$ cat config.mk
export PLATFORM = sky130hd
export DESIGN_NAME = seq_frame_ctrl
export DESIGN_NICKNAME = d
export VERILOG_FILES = /design/src/rtl/seq_pkg.sv /design/src/rtl/seq_window_cmp.sv /design/src/rtl/seq_frame_ctrl.sv
export SDC_FILE = /design/constraint.sdc
export NUM_CORES = 1
export LEC_CHECK = 0
export ABC_CLOCK_PERIOD_IN_PS = 5400
export CORE_MARGIN = 2
export CORE_UTILIZATION = 40
export CTS_BUF_LIST = sky130_fd_sc_hd__clkbuf_16
export CTS_CLUSTER_SIZE = 16
export DETAILED_ROUTE_END_ITERATION = 10
export HOLD_SLACK_MARGIN = 0.02
export PLACE_DENSITY = 0.71
export SYNTH_ARGS = -nofsm -noshare
export SYNTH_HDL_FRONTEND = slang
export SYNTH_HIERARCHICAL = 1
export SYNTH_SLANG_ARGS = --single-unit
$ cat constraint.sdc
create_clock -name clk -period 5.4 [get_ports clk]
set_input_delay 0.81 -clock clk [delete_from_list [all_inputs] [get_ports clk]]
set_output_delay 0.81 -clock clk [all_outputs]
set_load 0.005 [all_outputs]
$ cat src/rtl/seq_pkg.sv
// Shared types and default sizing for the serial sequence-detection datapath.
package seq_pkg;

  typedef enum logic [1:0] {
    ST_IDLE = 2'd0,
    ST_RUN  = 2'd1,
    ST_DONE = 2'd2
  } state_t;

  localparam int DEF_FRAME_LEN = 8;
  localparam int DEF_PAT_W     = 4;
  localparam int DEF_CNT_W     = $clog2(DEF_FRAME_LEN + 1);

endpackage

$ cat src/rtl/seq_window_cmp.sv
// Sliding bit window with a combinational compare of the next window against the pattern.
module seq_window_cmp
  #(parameter int PAT_W = 4)
  (
    input  logic             i_clk,
    input  logic             i_rst,
    input  logic             i_clr,
    input  logic             i_shift_en,
    input  logic             i_bit,
    input  logic             i_full,
    input  logic [PAT_W-1:0] i_pattern,
    output logic             o_hit
  );

  // Only the newest PAT_W-1 bits are stored: the oldest bit shifts out before it is ever compared.
  logic [PAT_W-2:0] r_window;
  logic [PAT_W-1:0] w_window_next;

  assign w_window_next = {r_window, i_bit};

  always_ff @(posedge i_clk) begin
    if (i_rst || i_clr) begin
      r_window <= '0;
    end else if (i_shift_en) begin
      r_window <= w_window_next[PAT_W-2:0];
    end
  end

  assign o_hit = i_shift_en & i_full & (w_window_next == i_pattern);

endmodule

$ cat src/rtl/seq_frame_ctrl.sv
// Frame controller: sequences FRAME_LEN qualified bits, records per-slot pattern hits,
// and presents the hit vector and count on a valid/ready result port.
module seq_frame_ctrl
  import seq_pkg::*;
  #(
    parameter int FRAME_LEN = DEF_FRAME_LEN,
    parameter int PAT_W     = DEF_PAT_W
  )
  (
    input  logic                           clk,
    input  logic                           Reset,
    input  logic                           cfg_we,
    input  logic [PAT_W-1:0]               cfg_pat,
    input  logic                           cont,
    input  logic                           start,
    input  logic                           bit_valid,
    input  logic                           P1,
    output logic                           busy,
    output logic                           match,
    output logic                           res_valid,
    input  logic                           res_ready,
    output logic [FRAME_LEN-1:0]           res_hits,
    output logic [$clog2(FRAME_LEN+1)-1:0] res_count,
    output logic                           err_drop
  );

  localparam int CNT_W  = $clog2(FRAME_LEN + 1);
  localparam int SLOT_W = (FRAME_LEN > 1) ? $clog2(FRAME_LEN) : 1;
  localparam logic [SLOT_W-1:0] LAST_SLOT = SLOT_W'(FRAME_LEN - 1);
  localparam logic [SLOT_W-1:0] FULL_SLOT = SLOT_W'(PAT_W - 1);

  state_t               r_state;
  state_t               w_state_next;
  logic [PAT_W-1:0]     r_pattern;
  logic [SLOT_W-1:0]    r_slot;
  logic [FRAME_LEN-1:0] r_acc;
  logic [FRAME_LEN-1:0] w_acc_next;
  logic [FRAME_LEN-1:0] r_hits;
  logic [CNT_W-1:0]     r_count;
  logic [CNT_W-1:0]     w_count_next;
  logic                 r_match;
  logic                 r_err_drop;
  logic                 w_arm;
  logic                 w_shift;
  logic                 w_last;
  logic                 w_drop;
  logic                 w_full;
  logic                 w_hit;

  // Handshake is res_valid & res_ready; in DONE the result registers hold until it happens.
  always_comb begin
    w_state_next = r_state;
    w_arm        = 1'b0;
    w_shift      = 1'b0;
    w_last       = 1'b0;
    w_drop       = 1'b0;
    case (r_state)
      ST_IDLE: begin
        if (start) begin
          w_state_next = ST_RUN;
          w_arm        = 1'b1;
        end
      end
      ST_RUN: begin
        if (bit_valid) begin
          w_shift = 1'b1;
          if (r_slot == LAST_SLOT) begin
            w_last       = 1'b1;
            w_state_next = ST_DONE;
          end
        end
      end
      ST_DONE: begin
        w_drop = bit_valid;
        if (res_ready) begin
          if (cont) begin
            w_state_next = ST_RUN;
            w_arm        = 1'b1;
          end else begin
            w_state_next = ST_IDLE;
          end
        end
      end
      default: w_state_next = ST_IDLE;
    endcase
  end

  always_ff @(posedge clk) begin
    if (Reset) begin
      r_state <= ST_IDLE;
    end else begin
      r_state <= w_state_next;
    end
  end

  assign w_full = (r_slot >= FULL_SLOT);

  seq_window_cmp #(.PAT_W(PAT_W)) u_window (
    .i_clk      (clk),
    .i_rst      (Reset),
    .i_clr      (w_arm),
    .i_shift_en (w_shift),
    .i_bit      (P1),
    .i_full     (w_full),
    .i_pattern  (r_pattern),
    .o_hit      (w_hit)
  );

  assign w_acc_next = r_acc | (FRAME_LEN'(w_hit) << r_slot);

  always_comb begin
    w_count_next = '0;
    for (int k = 0; k < FRAME_LEN; k++) begin
      w_count_next = w_count_next + CNT_W'(w_acc_next[k]);
    end
  end

  always_ff @(posedge clk) begin
    if (Reset) begin
      r_pattern  <= '0;
      r_slot     <= '0;
      r_acc      <= '0;
      r_hits     <= '0;
      r_count    <= '0;
      r_match    <= 1'b0;
      r_err_drop <= 1'b0;
    end else begin
      r_match <= w_hit;
      if (r_state == ST_IDLE && cfg_we) begin
        r_pattern <= cfg_pat;
      end
      // Arming a fresh frame wins over a dropped bit in the same handshake cycle.
      if (w_arm) begin
        r_slot     <= '0;
        r_acc      <= '0;
        r_err_drop <= 1'b0;
      end else begin
        if (w_shift) begin
          r_slot <= r_slot + SLOT_W'(1);
          r_acc  <= w_acc_next;
        end
        if (w_drop) begin
          r_err_drop <= 1'b1;
        end
      end
      if (w_last) begin
        r_hits  <= w_acc_next;
        r_count <= w_count_next;
      end
    end
  end

  assign busy      = (r_state != ST_IDLE);
  assign res_valid = (r_state == ST_DONE);
  assign match     = r_match;
  assign res_hits  = r_hits;
  assign res_count = r_count;
  assign err_drop  = r_err_drop;

endmodule

==> results of run 1 <==
## worst paths after layout
kind | from | to | slack (ns) | cells after the start
max | bit_valid | res_count[2] | 0.73 | 17
min | res_count[3] | res_count[3] | 0.47 | 2
max reg2reg | r_slot[0] | res_count[2] | 1.00 | 18
min reg2reg | res_count[3] | res_count[3] | 0.47 | 2
## sequential cells by signal, summed over array words and instances (netlist names)
signal	flops
r_acc	8
res_hits	8
r_pattern	4
res_count	4
r_slot	3
u_window/r_window	3
r_state	2
err_drop	1
match	1
## cell families (layout without fill, tap and decap cells)
| group | count (synthesis) | in the layout |
|---|---|---|
| buffers and inverters | 18 | 47 |
| flip-flops | 34 | 34 |
| AND/OR/NAND/NOR | 55 | 55 |
| XOR/XNOR | 6 | 6 |
| adder cells (fa/ha/maj) | 10 | 10 |
| AO/OA/AOI/OAI | 27 | 27 |
| multiplexers | 10 | 10 |
## critical path, stage by stage
cell and delay (ns):
clkdlybuf4s50_1 0.51, and3b_1 0.19, nand3_1 0.08, nor4_2 0.13, buf_4 0.17, nor2b_1 0.25, a21oi_1 0.18, fa_1 0.57
fa_1 0.43, fa_1 0.43, inv_1 0.08, ha_1 0.17, inv_1 0.06, fa_1 0.38, xnor2_1 0.14, mux2i_1 0.14
nor2_1 0.05
## per-layer routing
metal | share of wire (%) | global-route usage [%]
met4 | 1.9 | 7.91
met5 | 0 | 0
met2 | 47 | 27.5
met1 | 46 | 19.7
met3 | 4.3 | 4.22
## per-stage QoR
stage | area (µm²) | setup slack, ns | hold WS, ns
finish | 2020 | 0.732 | 0.472
global route | 2020 | 0.403 | 0.507
global placement | 1870 | 0.585 | 0.452
detailed placement | 1870 | 0.451 | 0.470
floorplan | 1580 | 0.836 | 0.460
CTS | 2020 | 0.712 | 0.478
## where the power goes
part / switching (mW) / internal [mW] / leakage [nW]
logic: 0.0176 / 0.0178 / 0.426
registers: 0.00415 / 0.255 / 0.275
clock network: 0.101 / 0.168 / 0.0672
## cell usage in the layout (no fill, tap or decap), drive strengths merged
master and count:
buf 2, xor2 3, nor3b 1, a21oi 7, fa 4, inv 10, a41oi 1, a221o 1
a22o 1, and2 1, a211o 1, a211oi 10, nand3 2, nor3 11, a31oi 4, and3b 1
dfxtp 34, nor2 30, mux2i 10, nand2b 2, clkbuf 5, and4b 1, ha 6, clkinvlp 1
nor2b 5, clkdlybuf4s50 27, a21o 1, o21ba 1, xnor2 3, clkinv 2, nor4 1
## final cells by class
| class | instances | area (µm²) |
|---|---|---|
| inverters | 10 | 37.5 |
| fillers | 340 | 1700 |
| multi-input cells | 108 | 811 |
| clock inverters | 3 | 16.3 |
| well taps | 48 | 60.1 |
| clock buffers | 5 | 125 |
| flip-flops and latches | 34 | 681 |
| repair buffers | 29 | 285 |
==> metrics, run 1 <==
Post-synth top cells dfxtp_1, nor2_1, inv_1, mux2i_1, a211oi_1; vias in the first global route 1233; Root Driver clkbuf_16; IO buf count 27; Row Count 22; Peak VDD IR 0.189 mV; drt pass-1 iters 4; Ports 28; post-route ant nets 0; Primary FF master, synth dfxtp_1; largest family of logic cells by synthesized area simple AND/OR/NAND/NOR gates; maxcap violations 0; Longest Clk Path Bufs 2; dpl cells 229; maximum achievable frequency 0.214 GHz; Slew Limit Fails 0; global-route wire length before repair 5.49 mm; Critical Path End Type flip-flop; cells after synthesis 160; Sum Neg Setup Slack 0 ns; Worst EP required 5.53 ns; vias per std cell 5.01; Post-Synth Adder-Cell Area 9.83%; Worst setup SP type input port; share of cells above drive strength 1 11.1%; TritonCTS clock tree done; core region area 3720 µm²; synth top area cells dfxtp_1, nor2_1, mux2i_1, fa_1, ha_1; CTS sink cnt 34; Die Footprint 4470 µm²; Finished Layout Cells 237; Pwr Density 279 nW/µm²; post_cts resized 0; CTS Hold Buffers Added 0; count leader, synth dfxtp_1; synthesized area 1580 µm²; #FFs+latches synth 34; xor-xnor portion of the synthesized cell area 3.33%; yosys warns 6; setup violators final 0; crit path kind in -> reg; crit share post-route 86.4%; relative max-transition margin 42.4%; data arrival time of the worst path 4.80 ns; Initial Utilization 42.5%; count of different cell masters after synthesis 33; Pwr Total 0.563 mW; total CTS buffers 5; Antenna diodes 0; Final Core Density 54.2%; Final Critical Period 4.67 ns; WL/cell 13.1 µm; total number of H-tree levels 2; leak pwr 0.768 nW; First DRT Iteration DRCs 30; outcome finished clean; Final GP Congestion 0.775; Synth Area in Simple Gates 19.6%; worst min path class reg -> reg; Worst-Skew Late Latency 0.28 ns; grt total ovfl 0; register area share after synthesis 43.1%; top cell type's share of synthesized area 43.1%; DRC violation count after routing 0; Max Clock Skew 0.00384 ns; ys async rst share 0%; Post-synth EDFFs 0; Avg Inst Size Synth 9.87 µm²; largest net degree at the start of global routing 24; Tightest Pin Transition 0.861 ns; # nets final 210; Syn-to-layout area delta 27.7%; Setup Buffers After CTS 0; Synth Area in Compound Gates 12.3%; multiplexer share of the synthesized area 6.34%; unrepaired setup endpoints after global routing no; hpwl dp 2.32 mm; Synth area leader dfxtp_1; initial antenna violation count 0; DIE HEIGHT 66.8 µm; final WL 3.09 mm; Mapped Nets 182; total number of vias 1187; DIE WIDTH 66.8 µm; final hold vios 0; GRT Resource Usage Total 16.5%; worst-path fanout max 6; Worst-path clk slew 0.05 ns
Note: power is estimated with default switching activity, not from simulation.
==> inputs of run 2 (changes only) <==
CORE_MARGIN = 8   (was 2)
PLACE_DENSITY = 0.62   (was 0.71)
==> metrics, run 2 (synthesis gave the netlist of run 1 again) <==
Root Driver clkbuf_16; Worst EP required 5.53 ns; r2r endpoint res_count[2]; Antenna diodes 0; maxcap violations 0; commonest non-fill, non-tap cells in the layout dfxtp_1, nor2_1, clkdlybuf4s50_1; outcome finished clean; total number of H-tree levels 2; Worst R2R Start r_slot[0]; hold_sp err_drop; Sum Neg Setup Slack 0 ns; Max Clock Skew 0.00136 ns; largest net degree at the start of global routing 24; DIE WIDTH 78.8 µm; crit-path max cell delay 0.57 ns; CTS sink cnt 34; post_cts resized 0; worst min path class reg -> reg; Longest Clk Path Bufs 2; Peak VDD IR 0.164 mV; setup violators final 0; hpwl dp 2.48 mm; Pwr Density 318 nW/µm²; initial antenna violation count 0; Die Footprint 6210 µm²; Worst-path clk slew 0.05 ns; crit share post-route 85.4%; Setup Buffers After CTS 0; Row Count 23; worst path cell trace clkdlybuf4s50_1 > and3b_1 > nand3_1 > nor4_2 > buf_4 > nor2b_1 > a21oi_1 > fa_1 > fa_1 > fa_1 > inv_1 > ha_1 > inv_1 > fa_1 > xnor2_1 > mux2i_1 > nor2_1; DRC violation count after routing 0; unrepaired setup endpoints after global routing no; total CTS buffers 5; total number of vias 1215; share of cells above drive strength 1 11.1%; CTS Hold Buffers Added 0; maximum achievable frequency 0.217 GHz; worst-path fanout max 6; CP delay by family, top adder cells; grt total ovfl 0; TritonCTS clock tree done; Ports 28; worst path buffer plus inverter count 4; WL/cell 13.9 µm; commonest non-fill, non-tap cell in the layout dfxtp_1; First DRT Iteration DRCs 47; dpl cells 231; most used cell, CP fa_1; drt pass-1 iters 4; final hold vios 0; GRT Resource Usage Total 11.8%; core region area 3880 µm²; vias per std cell 5.08; CP max stage cell fa_1; # nets final 210; data arrival time of the worst path 4.75 ns; Worst-Skew Late Latency 0.28 ns; vias in the first global route 1295; Worst setup SP type input port; IO buf count 27; crit path kind in -> reg; global-route wire length before repair 5.85 mm; relative max-transition margin 42.2%; Slew Limit Fails 0; Crit path depth 17; final WL 3.32 mm; Tightest Pin Transition 0.864 ns; hold path cells 2; Critical Path End Type flip-flop; DIE HEIGHT 78.8 µm; Syn-to-layout area delta 30.8%; reg2reg setup slack 1.05 ns; Final GP Congestion 0.797; Finished Layout Cells 239; Final Critical Period 4.61 ns; post-route ant nets 0; Initial Utilization 40.6%; leak pwr 0.792 nW; Hold Crit Endpoint err_drop; cells on worst reg2reg path 18
## run 2: worst min-delay path, stage by stage (launching register included)
cell	delay (ns)
dfxtp_1	0.32
a21oi_1	0.04
nor2_1	0.06
## run 2: power by group
| group | switching [mW] | leakage, nW | internal, mW | total (mW) |
|---|---|---|---|---|
| sequential | 0.00427 | 0.275 | 0.255 | 0.259 |
| combinational | 0.0177 | 0.426 | 0.0177 | 0.0355 |
| clock | 0.101 | 0.0915 | 0.262 | 0.364 |
## run 2: worst max path at each step
stage	startpoint	to
3_5_place_dp	bit_valid	res_count[2]
4_1_cts	bit_valid	res_count[2]
5_1_grt	bit_valid	res_count[2]
3_3_place_gp	bit_valid	res_count[2]
2_1_floorplan	bit_valid	res_count[2]
6_report	bit_valid	res_count[2]
## run 2: cell type report
cell class	count	area [µm²]
well taps	50	62.6
fillers	362	1820
clock inverters	3	63.8
repair buffers	29	285
inverters	10	37.5
multi-input cells	108	811
clock buffers	5	125
flip-flops and latches	34	681
## run 2: layer usage
metal | up-vias | part of all wire [%] | track usage (%)
li1 | 615 | - | -
met5 | - | 0 | 0
met3 | 6 | 4.8 | 3.61
met1 | 570 | 42 | 12.0
met4 | 0 | 1.9 | 5.93
met2 | 24 | 51 | 21.2
## run 2: per-stage QoR
step | util (%) | setup slack, ns | hold WS, ns | cell area [µm²] | power (mW)
2_1_floorplan | - | 0.836 | 0.460 | 1580 | 0.286
3_3_place_gp | 48.3 | 0.560 | 0.454 | 1880 | 0.299
3_5_place_dp | 48.3 | 0.469 | 0.454 | 1880 | 0.300
4_1_cts | 53.2 | 0.743 | 0.467 | 2070 | 0.666
5_1_grt | 53.2 | 0.470 | 0.508 | 2070 | 0.681
6_report | 53.2 | 0.787 | 0.460 | 2070 | 0.658
